File: config.mk
export PLATFORM = sky130hd
export DESIGN_NAME = muldiv_hilo_unit_flat
export DESIGN_NICKNAME = d
export VERILOG_FILES = /design/src/rtl/muldiv_hilo_if.sv /design/src/rtl/muldiv_hilo_unit.sv /design/src/flat_wrapper.sv
export SDC_FILE = /design/constraint.sdc
export NUM_CORES = 2
export LEC_CHECK = 0
export ABC_AREA = 1
export BUFFER_PORTS_ARGS = -buffer_cell sky130_fd_sc_hd__buf_2
export CELL_PAD_IN_SITES_DETAIL_PLACEMENT = 1
export CELL_PAD_IN_SITES_GLOBAL_PLACEMENT = 2
export CORE_MARGIN = 2
export CORE_UTILIZATION = 35
export DETAILED_ROUTE_END_ITERATION = 7
export PLACE_DENSITY_LB_ADDON = 0.1
export SYNTH_ARGS = -nofsm -noshare
export SYNTH_HDL_FRONTEND = slang
export SYNTH_SLANG_ARGS = --single-unit
File: constraint.sdc
create_clock -name clk -period 6.1 [get_ports clk]
set_input_delay 1.22 -clock clk [delete_from_list [all_inputs] [get_ports clk]]
set_output_delay 1.22 -clock clk [all_outputs]
set_load 0.005 [all_outputs]
File: src/rtl/muldiv_hilo_if.sv
// ---------------------------------------------------------------------------
// muldiv_hilo_if
// Groups the E-stage request and HI/LO result signals of the multiply/divide
// unit into one bundle.
//   valid_i       E-stage instruction valid
//   alucontrol_i  decoded 5-bit ALU control code
//   src_a_i       rs value (dividend / multiplicand / MTHI/MTLO data)
//   src_b_i       rt value (divisor / multiplier)
//   flush_i       cancels the operation in flight
//   stall_o       hold the E stage and everything upstream
//   hi_o / lo_o   architectural HI / LO registers
//   busy_o        unit is not idle
// master: pipeline side, slave: muldiv_hilo_unit.
// ---------------------------------------------------------------------------
interface muldiv_hilo_if #(
    parameter int WIDTH = 32
);
    logic             valid_i;
    logic [4:0]       alucontrol_i;
    logic [WIDTH-1:0] src_a_i;
    logic [WIDTH-1:0] src_b_i;
    logic             flush_i;
    logic             stall_o;
    logic [WIDTH-1:0] hi_o;
    logic [WIDTH-1:0] lo_o;
    logic             busy_o;

    modport master (
        output valid_i, alucontrol_i, src_a_i, src_b_i, flush_i,
        input  stall_o, hi_o, lo_o, busy_o
    );

    modport slave (
        input  valid_i, alucontrol_i, src_a_i, src_b_i, flush_i,
        output stall_o, hi_o, lo_o, busy_o
    );
endinterface

File: src/rtl/muldiv_hilo_unit.sv
// ---------------------------------------------------------------------------
// muldiv_hilo_unit
// Execute-stage multiply/divide unit owning the HI/LO registers.
// MULT/MULTU finish in one stall cycle, DIV/DIVU use a radix-2 restoring
// divider (WIDTH iterations). MTHI/MTLO write HI/LO without stalling.
// Ports:
//   clk  rising-edge clock
//   rst  asynchronous active-high reset
//   bus  muldiv_hilo_if slave (request, stall, HI/LO, busy)
// ---------------------------------------------------------------------------
module muldiv_hilo_unit #(
    parameter int         WIDTH         = 32,
    parameter logic [4:0] MULT_CONTROL  = 5'b11000,
    parameter logic [4:0] MULTU_CONTROL = 5'b11001,
    parameter logic [4:0] DIV_CONTROL   = 5'b11010,
    parameter logic [4:0] DIVU_CONTROL  = 5'b11011,
    parameter logic [4:0] MTHI_CONTROL  = 5'b11100,
    parameter logic [4:0] MTLO_CONTROL  = 5'b11101
) (
    input logic          clk,
    input logic          rst,
    muldiv_hilo_if.slave bus
);
    localparam int CW = $clog2(WIDTH + 1);

    typedef enum logic [1:0] {IDLE, MUL, DIV, DONE} state_t;

    state_t           r_state;
    state_t           w_stateNext;
    logic             w_stall;

    logic [WIDTH-1:0] r_hi;
    logic [WIDTH-1:0] r_lo;
    logic [WIDTH-1:0] r_rem;
    logic [WIDTH-1:0] r_quo;
    logic [WIDTH-1:0] r_divisor;
    logic [CW-1:0]    r_count;
    logic             r_isDiv;
    logic             r_negQuo;
    logic             r_negRem;

    logic             w_issue;
    logic             w_isMul;
    logic             w_isDiv;
    logic             w_signed;
    logic             w_bZero;
    logic [WIDTH-1:0] w_absA;
    logic [WIDTH-1:0] w_absB;
    logic [2*WIDTH-1:0] w_aExt;
    logic [2*WIDTH-1:0] w_bExt;
    logic [2*WIDTH-1:0] w_product;
    logic [WIDTH:0]   w_shifted;
    logic [WIDTH:0]   w_trial;
    logic [WIDTH-1:0] w_quoFinal;
    logic [WIDTH-1:0] w_remFinal;

    assign w_issue  = (r_state == IDLE) && bus.valid_i && !bus.flush_i;
    assign w_isMul  = (bus.alucontrol_i == MULT_CONTROL) || (bus.alucontrol_i == MULTU_CONTROL);
    assign w_isDiv  = (bus.alucontrol_i == DIV_CONTROL)  || (bus.alucontrol_i == DIVU_CONTROL);
    assign w_signed = (bus.alucontrol_i == MULT_CONTROL) || (bus.alucontrol_i == DIV_CONTROL);
    assign w_bZero  = (bus.src_b_i == '0);

    assign w_absA = (w_signed && bus.src_a_i[WIDTH-1]) ? -bus.src_a_i : bus.src_a_i;
    assign w_absB = (w_signed && bus.src_b_i[WIDTH-1]) ? -bus.src_b_i : bus.src_b_i;

    // Sign- or zero-extend to the full product width so one unsigned
    // multiplier covers both MULT and MULTU.
    assign w_aExt    = w_signed ? {{WIDTH{bus.src_a_i[WIDTH-1]}}, bus.src_a_i}
                                : {{WIDTH{1'b0}}, bus.src_a_i};
    assign w_bExt    = w_signed ? {{WIDTH{bus.src_b_i[WIDTH-1]}}, bus.src_b_i}
                                : {{WIDTH{1'b0}}, bus.src_b_i};
    assign w_product = w_aExt * w_bExt;

    // One restoring step: shift the next dividend bit into the remainder,
    // the top bit of w_trial is the borrow of the trial subtraction.
    assign w_shifted = {r_rem, r_quo[WIDTH-1]};
    assign w_trial   = w_shifted - {1'b0, r_divisor};

    assign w_quoFinal = r_negQuo ? -r_quo : r_quo;
    assign w_remFinal = r_negRem ? -r_rem : r_rem;

    always_ff @(posedge clk or posedge rst) begin
        if (rst) begin
            r_state <= IDLE;
        end else begin
            r_state <= w_stateNext;
        end
    end

    always_comb begin
        w_stateNext = r_state;
        w_stall     = 1'b0;
        case (r_state)
            IDLE: begin
                if (w_issue && w_isMul) begin
                    w_stateNext = DONE;
                    w_stall     = 1'b1;
                end else if (w_issue && w_isDiv) begin
                    w_stateNext = DIV;
                    w_stall     = 1'b1;
                end
            end
            MUL: begin
                w_stateNext = DONE;
                w_stall     = 1'b1;
            end
            DIV: begin
                w_stall = 1'b1;
                // The step taken this cycle brings the counter to zero.
                if (r_count == CW'(1)) begin
                    w_stateNext = DONE;
                end
            end
            DONE: begin
                w_stateNext = IDLE;
            end
            default: begin
                w_stateNext = IDLE;
            end
        endcase
        if (bus.flush_i) begin
            w_stateNext = IDLE;
            w_stall     = 1'b0;
        end
        if (rst) begin
            w_stall = 1'b0;
        end
    end

    // A zero divisor latches the raw dividend with no sign flags: the
    // restoring loop then yields quotient all-ones and remainder = src_a,
    // which is exactly the required divide-by-zero result for DIV and DIVU.
    always_ff @(posedge clk or posedge rst) begin
        if (rst) begin
            r_hi      <= '0;
            r_lo      <= '0;
            r_rem     <= '0;
            r_quo     <= '0;
            r_divisor <= '0;
            r_count   <= '0;
            r_isDiv   <= 1'b0;
            r_negQuo  <= 1'b0;
            r_negRem  <= 1'b0;
        end else begin
            if (w_issue && w_isMul) begin
                {r_rem, r_quo} <= w_product;
                r_isDiv        <= 1'b0;
                r_negQuo       <= 1'b0;
                r_negRem       <= 1'b0;
            end else if (w_issue && w_isDiv) begin
                r_isDiv <= 1'b1;
                r_rem   <= '0;
                r_count <= CW'(WIDTH);
                if (w_bZero) begin
                    r_quo     <= bus.src_a_i;
                    r_divisor <= '0;
                    r_negQuo  <= 1'b0;
                    r_negRem  <= 1'b0;
                end else begin
                    r_quo     <= w_absA;
                    r_divisor <= w_absB;
                    r_negQuo  <= w_signed && (bus.src_a_i[WIDTH-1] ^ bus.src_b_i[WIDTH-1]);
                    r_negRem  <= w_signed && bus.src_a_i[WIDTH-1];
                end
            end else if (r_state == DIV) begin
                r_count <= r_count - CW'(1);
                if (!w_trial[WIDTH]) begin
                    r_rem <= w_trial[WIDTH-1:0];
                    r_quo <= {r_quo[WIDTH-2:0], 1'b1};
                end else begin
                    r_rem <= w_shifted[WIDTH-1:0];
                    r_quo <= {r_quo[WIDTH-2:0], 1'b0};
                end
            end

            if (w_issue && (bus.alucontrol_i == MTHI_CONTROL)) begin
                r_hi <= bus.src_a_i;
            end
            if (w_issue && (bus.alucontrol_i == MTLO_CONTROL)) begin
                r_lo <= bus.src_a_i;
            end
            if ((r_state == DONE) && !bus.flush_i) begin
                if (r_isDiv) begin
                    r_hi <= w_remFinal;
                    r_lo <= w_quoFinal;
                end else begin
                    r_hi <= r_rem;
                    r_lo <= r_quo;
                end
            end
        end
    end

    assign bus.stall_o = w_stall;
    assign bus.hi_o    = r_hi;
    assign bus.lo_o    = r_lo;
    assign bus.busy_o  = (r_state != IDLE);
endmodule

File: src/flat_wrapper.sv
// flat-port wrapper written by rule: the top's interface ports become plain ports
module muldiv_hilo_unit_flat 
#(
    parameter int         WIDTH         = 32,
    parameter logic [4:0] MULT_CONTROL  = 5'b11000,
    parameter logic [4:0] MULTU_CONTROL = 5'b11001,
    parameter logic [4:0] DIV_CONTROL   = 5'b11010,
    parameter logic [4:0] DIVU_CONTROL  = 5'b11011,
    parameter logic [4:0] MTHI_CONTROL  = 5'b11100,
    parameter logic [4:0] MTLO_CONTROL  = 5'b11101
)
  (clk, rst, bus_valid_i, bus_alucontrol_i, bus_src_a_i, bus_src_b_i, bus_flush_i, bus_stall_o, bus_hi_o, bus_lo_o, bus_busy_o);
  muldiv_hilo_if #(.WIDTH(WIDTH)) bus_i ();
  input logic clk;
  input logic rst;
  input wire logic [$bits(bus_i.valid_i)-1:0] bus_valid_i;
  input wire logic [$bits(bus_i.alucontrol_i)-1:0] bus_alucontrol_i;
  input wire logic [$bits(bus_i.src_a_i)-1:0] bus_src_a_i;
  input wire logic [$bits(bus_i.src_b_i)-1:0] bus_src_b_i;
  input wire logic [$bits(bus_i.flush_i)-1:0] bus_flush_i;
  output wire logic [$bits(bus_i.stall_o)-1:0] bus_stall_o;
  output wire logic [$bits(bus_i.hi_o)-1:0] bus_hi_o;
  output wire logic [$bits(bus_i.lo_o)-1:0] bus_lo_o;
  output wire logic [$bits(bus_i.busy_o)-1:0] bus_busy_o;
  assign bus_i.valid_i = bus_valid_i;
  assign bus_i.alucontrol_i = bus_alucontrol_i;
  assign bus_i.src_a_i = bus_src_a_i;
  assign bus_i.src_b_i = bus_src_b_i;
  assign bus_i.flush_i = bus_flush_i;
  assign bus_stall_o = bus_i.stall_o;
  assign bus_hi_o = bus_i.hi_o;
  assign bus_lo_o = bus_i.lo_o;
  assign bus_busy_o = bus_i.busy_o;
  muldiv_hilo_unit #(.WIDTH(WIDTH), .MULT_CONTROL(MULT_CONTROL), .MULTU_CONTROL(MULTU_CONTROL), .DIV_CONTROL(DIV_CONTROL), .DIVU_CONTROL(DIVU_CONTROL), .MTHI_CONTROL(MTHI_CONTROL), .MTLO_CONTROL(MTLO_CONTROL)) u_core (.clk(clk), .rst(rst), .bus(bus_i));
endmodule
==> out/metrics.json <==
{
  "numPortBuffers": 138,
  "syn_to_final_growth_pct": 29.3,
  "grt_usage_pct": 33.3,
  "post_synth.cell_area_avg_um2": 7.78,
  "tritoncts": "built",
  "worst_hold_path_type": "reg -> reg",
  "slew-limit-headroom_pct": 20.6,
  "cp.required_ns": 6.50,
  "leading_cell_types_by_total_area_after_synthesis": "fa_1, inv_1, nand2_1",
  "flops_latches_synth": 171,
  "worst_path_max_delay_cell": "fa_2",
  "place.gp.congestion": 0.963,
  "hold_bufs_inserted_after_cts": 0,
  "yosys.cell_count.top_type": "inv_1",
  "htree_num_levels": 4,
  "detail_route.wl_per_cell_um": 26.5,
  "worst-path-max-fanout": 6,
  "area_of_the_die_um2": 184000,
  "violations": "negative setup slack",
  "worst_slew_pin_slew_ns": 1.19,
  "synth.lib_cells_used.distinct": 64,
  "crit_path_start_kind": "primary input",
  "hold_violations": 0,
  "synth_ff_type": "dfrtp_1",
  "async_reset_ff_share_pct": 100,
  "postSynthCellCount": 8105,
  "clk_root_buffer_cell": "clkbuf_16",
  "data_arrival_time_of_the_critical_path_ns": 9.59,
  "status": "complete, but fails checks",
  "core-area_um2": 179000,
  "yosysSeqAreaShare_pct": 6.78,
  "cts-buffers-inserted": 17,
  "critPathKind": "in -> reg",
  "setup_viols_final": 57,
  "finalWorstSetupSlack_ns": -3.09,
  "number_of_global_route_vias_before_repair": 63400,
  "ios": 139,
  "first_pass_grt_wire_length_mm": 443,
  "final_min_period_over_clock_period_pct": 151,
  "floorplan.die.height_um": 429,
  "detailedPlacementHpwl_mm": 262,
  "filler_cell_count": 21400,
  "detail_route.first_pass.iterations": 5,
  "maxCapViolations": 0,
  "wl_met2_mm": 149,
  "chipWidth_um": 429,
  "maximum_number_of_pins_on_one_net_before_global_route_repair": 68,
  "antenna_found_initial": 16,
  "fin_tns_setup_ns": -137.09,
  "yosys_warnings": 0,
  "overflow": 0,
  "synth_largest_type_area_fraction_pct": 45.1,
  "viasPerCell": 4.96,
  "floorplan.rows": 155,
  "netlist_area_um2": 63100,
  "post_route_wl_mm": 305,
  "synth.cells.most_frequent": "inv_1, nand2_1, fa_1",
  "final_period_minus_worst_setup_slack_ns": 9.19,
  "floorplan.initialDensity_pct": 35.3,
  "finClkSkew_ns": 0.0244,
  "vias": 56900,
  "synth-edff-count": 0,
  "post_route_m1_wl_mm": 129,
  "post_route_cells_drive_above_1_share_pct": 25.7,
  "postRouteAntennaNets": 0,
  "numClockSinks": 171,
  "clock_tree.buffer_depth": 2,
  "clkTransAtPathRegs_ns": 0.09,
  "cp_slowest_stage_delay_ns": 0.64,
  "drc": 0,
  "drt_first_iter_violations": 3389,
  "final-max-slew-violation-count": 0,
  "maximum_clock_rate_mhz": 109,
  "netlist.top_cell.by_area": "fa_1",
  "finish.net_count": 11000,
  "clock_latency_at_the_later_pin_of_the_worst_skew_pair_ns": 0.53,
  "wl_met3_mm": 12.9,
  "mappedNetlistNets": 9949,
  "dr.max_layer_used": "met5",
  "timing.critical_path.to_type": "register",
  "rsz0062_at_grt": "yes"
}
-- path summary, 6_finish.rpt --
check,from,to,slack [ns],cells after the start
max in group asynchronous,rst,u_core.r_quo[3]$_DFFE_PP0P_,3.90,3
min reg2reg,u_core.r_divisor[25]$_DFFE_PP0P_,u_core.r_divisor[25]$_DFFE_PP0P_,0.49,2
min,u_core.r_divisor[25]$_DFFE_PP0P_,u_core.r_divisor[25]$_DFFE_PP0P_,0.49,2
max reg2reg,u_core.r_rem[14]$_DFFE_PP0P_,u_core.r_rem[21]$_DFFE_PP0P_,2.19,14
max,bus_alucontrol_i[2],u_core.r_rem[28]$_DFFE_PP0P_,-3.09,41
min in group asynchronous,rst,u_core.bus.hi_o[31]$_DFFE_PP0P_,0.82,2
-- final cells by class --
cell class	count	area [um2]	share of cell area [%]
multi-input combinational	5261	52700	64.6
timing repair buffer	1334	12200	15.0
inverter	2330	8810	10.8
sequential	171	4280	5.24
tap	2355	2950	3.61
clock buffer	18	439	0.538
clock inverter	13	150	0.184
antenna	4	10.0	0.0123
-- layer usage --
layer  GRT usage (%)  up-vias
met5               0        -
met2            58.3     1161
met1            43.6    30000
li1                -    25500
met4            10.0        8
met3            2.84      337
-- per-stage QoR --
stage | hold slack, ns | setup slack [ns] | cells | util (%) | area [um2]
2_1_floorplan | 0.449 | -2.88 | 8105 | - | 65900
3_3_place_gp | 0.472 | -4.37 | 11300 | 42.2 | 75400
3_5_place_dp | 0.476 | -4.46 | 11300 | 42.2 | 75400
4_1_cts | 0.498 | -3.14 | 11400 | 44.3 | 79200
5_1_grt | 0.519 | -3.34 | 11500 | 45.6 | 81600
6_report | 0.495 | -3.09 | 11500 | 45.6 | 81600
-- sequential cells by signal (all words and copies together), names as in the netlist --
| name | count |
|---|---|
| u_core.r_rem | 32 |
| u_core.r_isDiv | 1 |
| u_core.r_divisor | 32 |
| u_core.bus.lo_o | 32 |
| u_core.r_negRem | 1 |
| u_core.r_quo | 32 |
| u_core.r_negQuo | 1 |
| u_core.r_count | 6 |
| u_core.bus.hi_o | 32 |
| u_core.r_state | 2 |
-- kinds of logic (layout without fill, tap and decap cells) --
family / Yosys count / count (layout) / share of synthesized area (%)
buf+inv: 2673 / 3695 / 16.1
other cells: 0 / 4 / 0
simple gates: 2746 / 2746 / 17.9
fa+ha+maj: 1771 / 1771 / 52.0
xor+xnor: 84 / 84 / 1.17
flops: 171 / 171 / 6.78
compound gates: 660 / 660 / 6.08
-- critical path: cells and delay by family --
family	cells	cell delay, ns
AOI/OAI and AO/OA	4	0.55
and+or+nand+nor	11	0.77
buffers and inverters	15	1.46
adders and majority gates	11	5.59
-- cell usage in the layout (no fill, tap or decap), types with 22 or more instances in the layout --
master    synthesis  layout
inv_2            18     176
nand2_2          17     104
ha_4              0      65
a21oi_2           7      51
o21ai_1          46      67
o21ai_0         217     153
nand3_2          11      33
inv_1          2310    2137
o211ai_1         54      54
buf_6             7     133
ha_1            351     285
a21oi_4           0      31
nand2_1        1886    1735
a21oi_1         208     133
xor2_1           53      50
o221ai_1         28      27
o21ai_2           3      37
nand3_1         240     215
nor2_2           10      79
fa_1           1420    1289
buf_2            34      97
buf_4             3     949
fa_2              0     131
nor2_1          436     274
dfrtp_1         171     171
buf_8             0      22
nand2_4           1      60
xnor2_1          31      31
nor2_4           10     103
nor3_1           46      26
buf_12            0     114
-- what timing repair did --
item | CTS | global route
setup buffers | 88 | 81
resized for setup | 686 | 476
endpoints found under the setup margin | 57 | 57
pin swaps | 301 | 315
gates cloned | 7 | 2
Power is not shown: default switching activity piles up to over one toggle a cycle in this logic, so the estimate is an artifact.
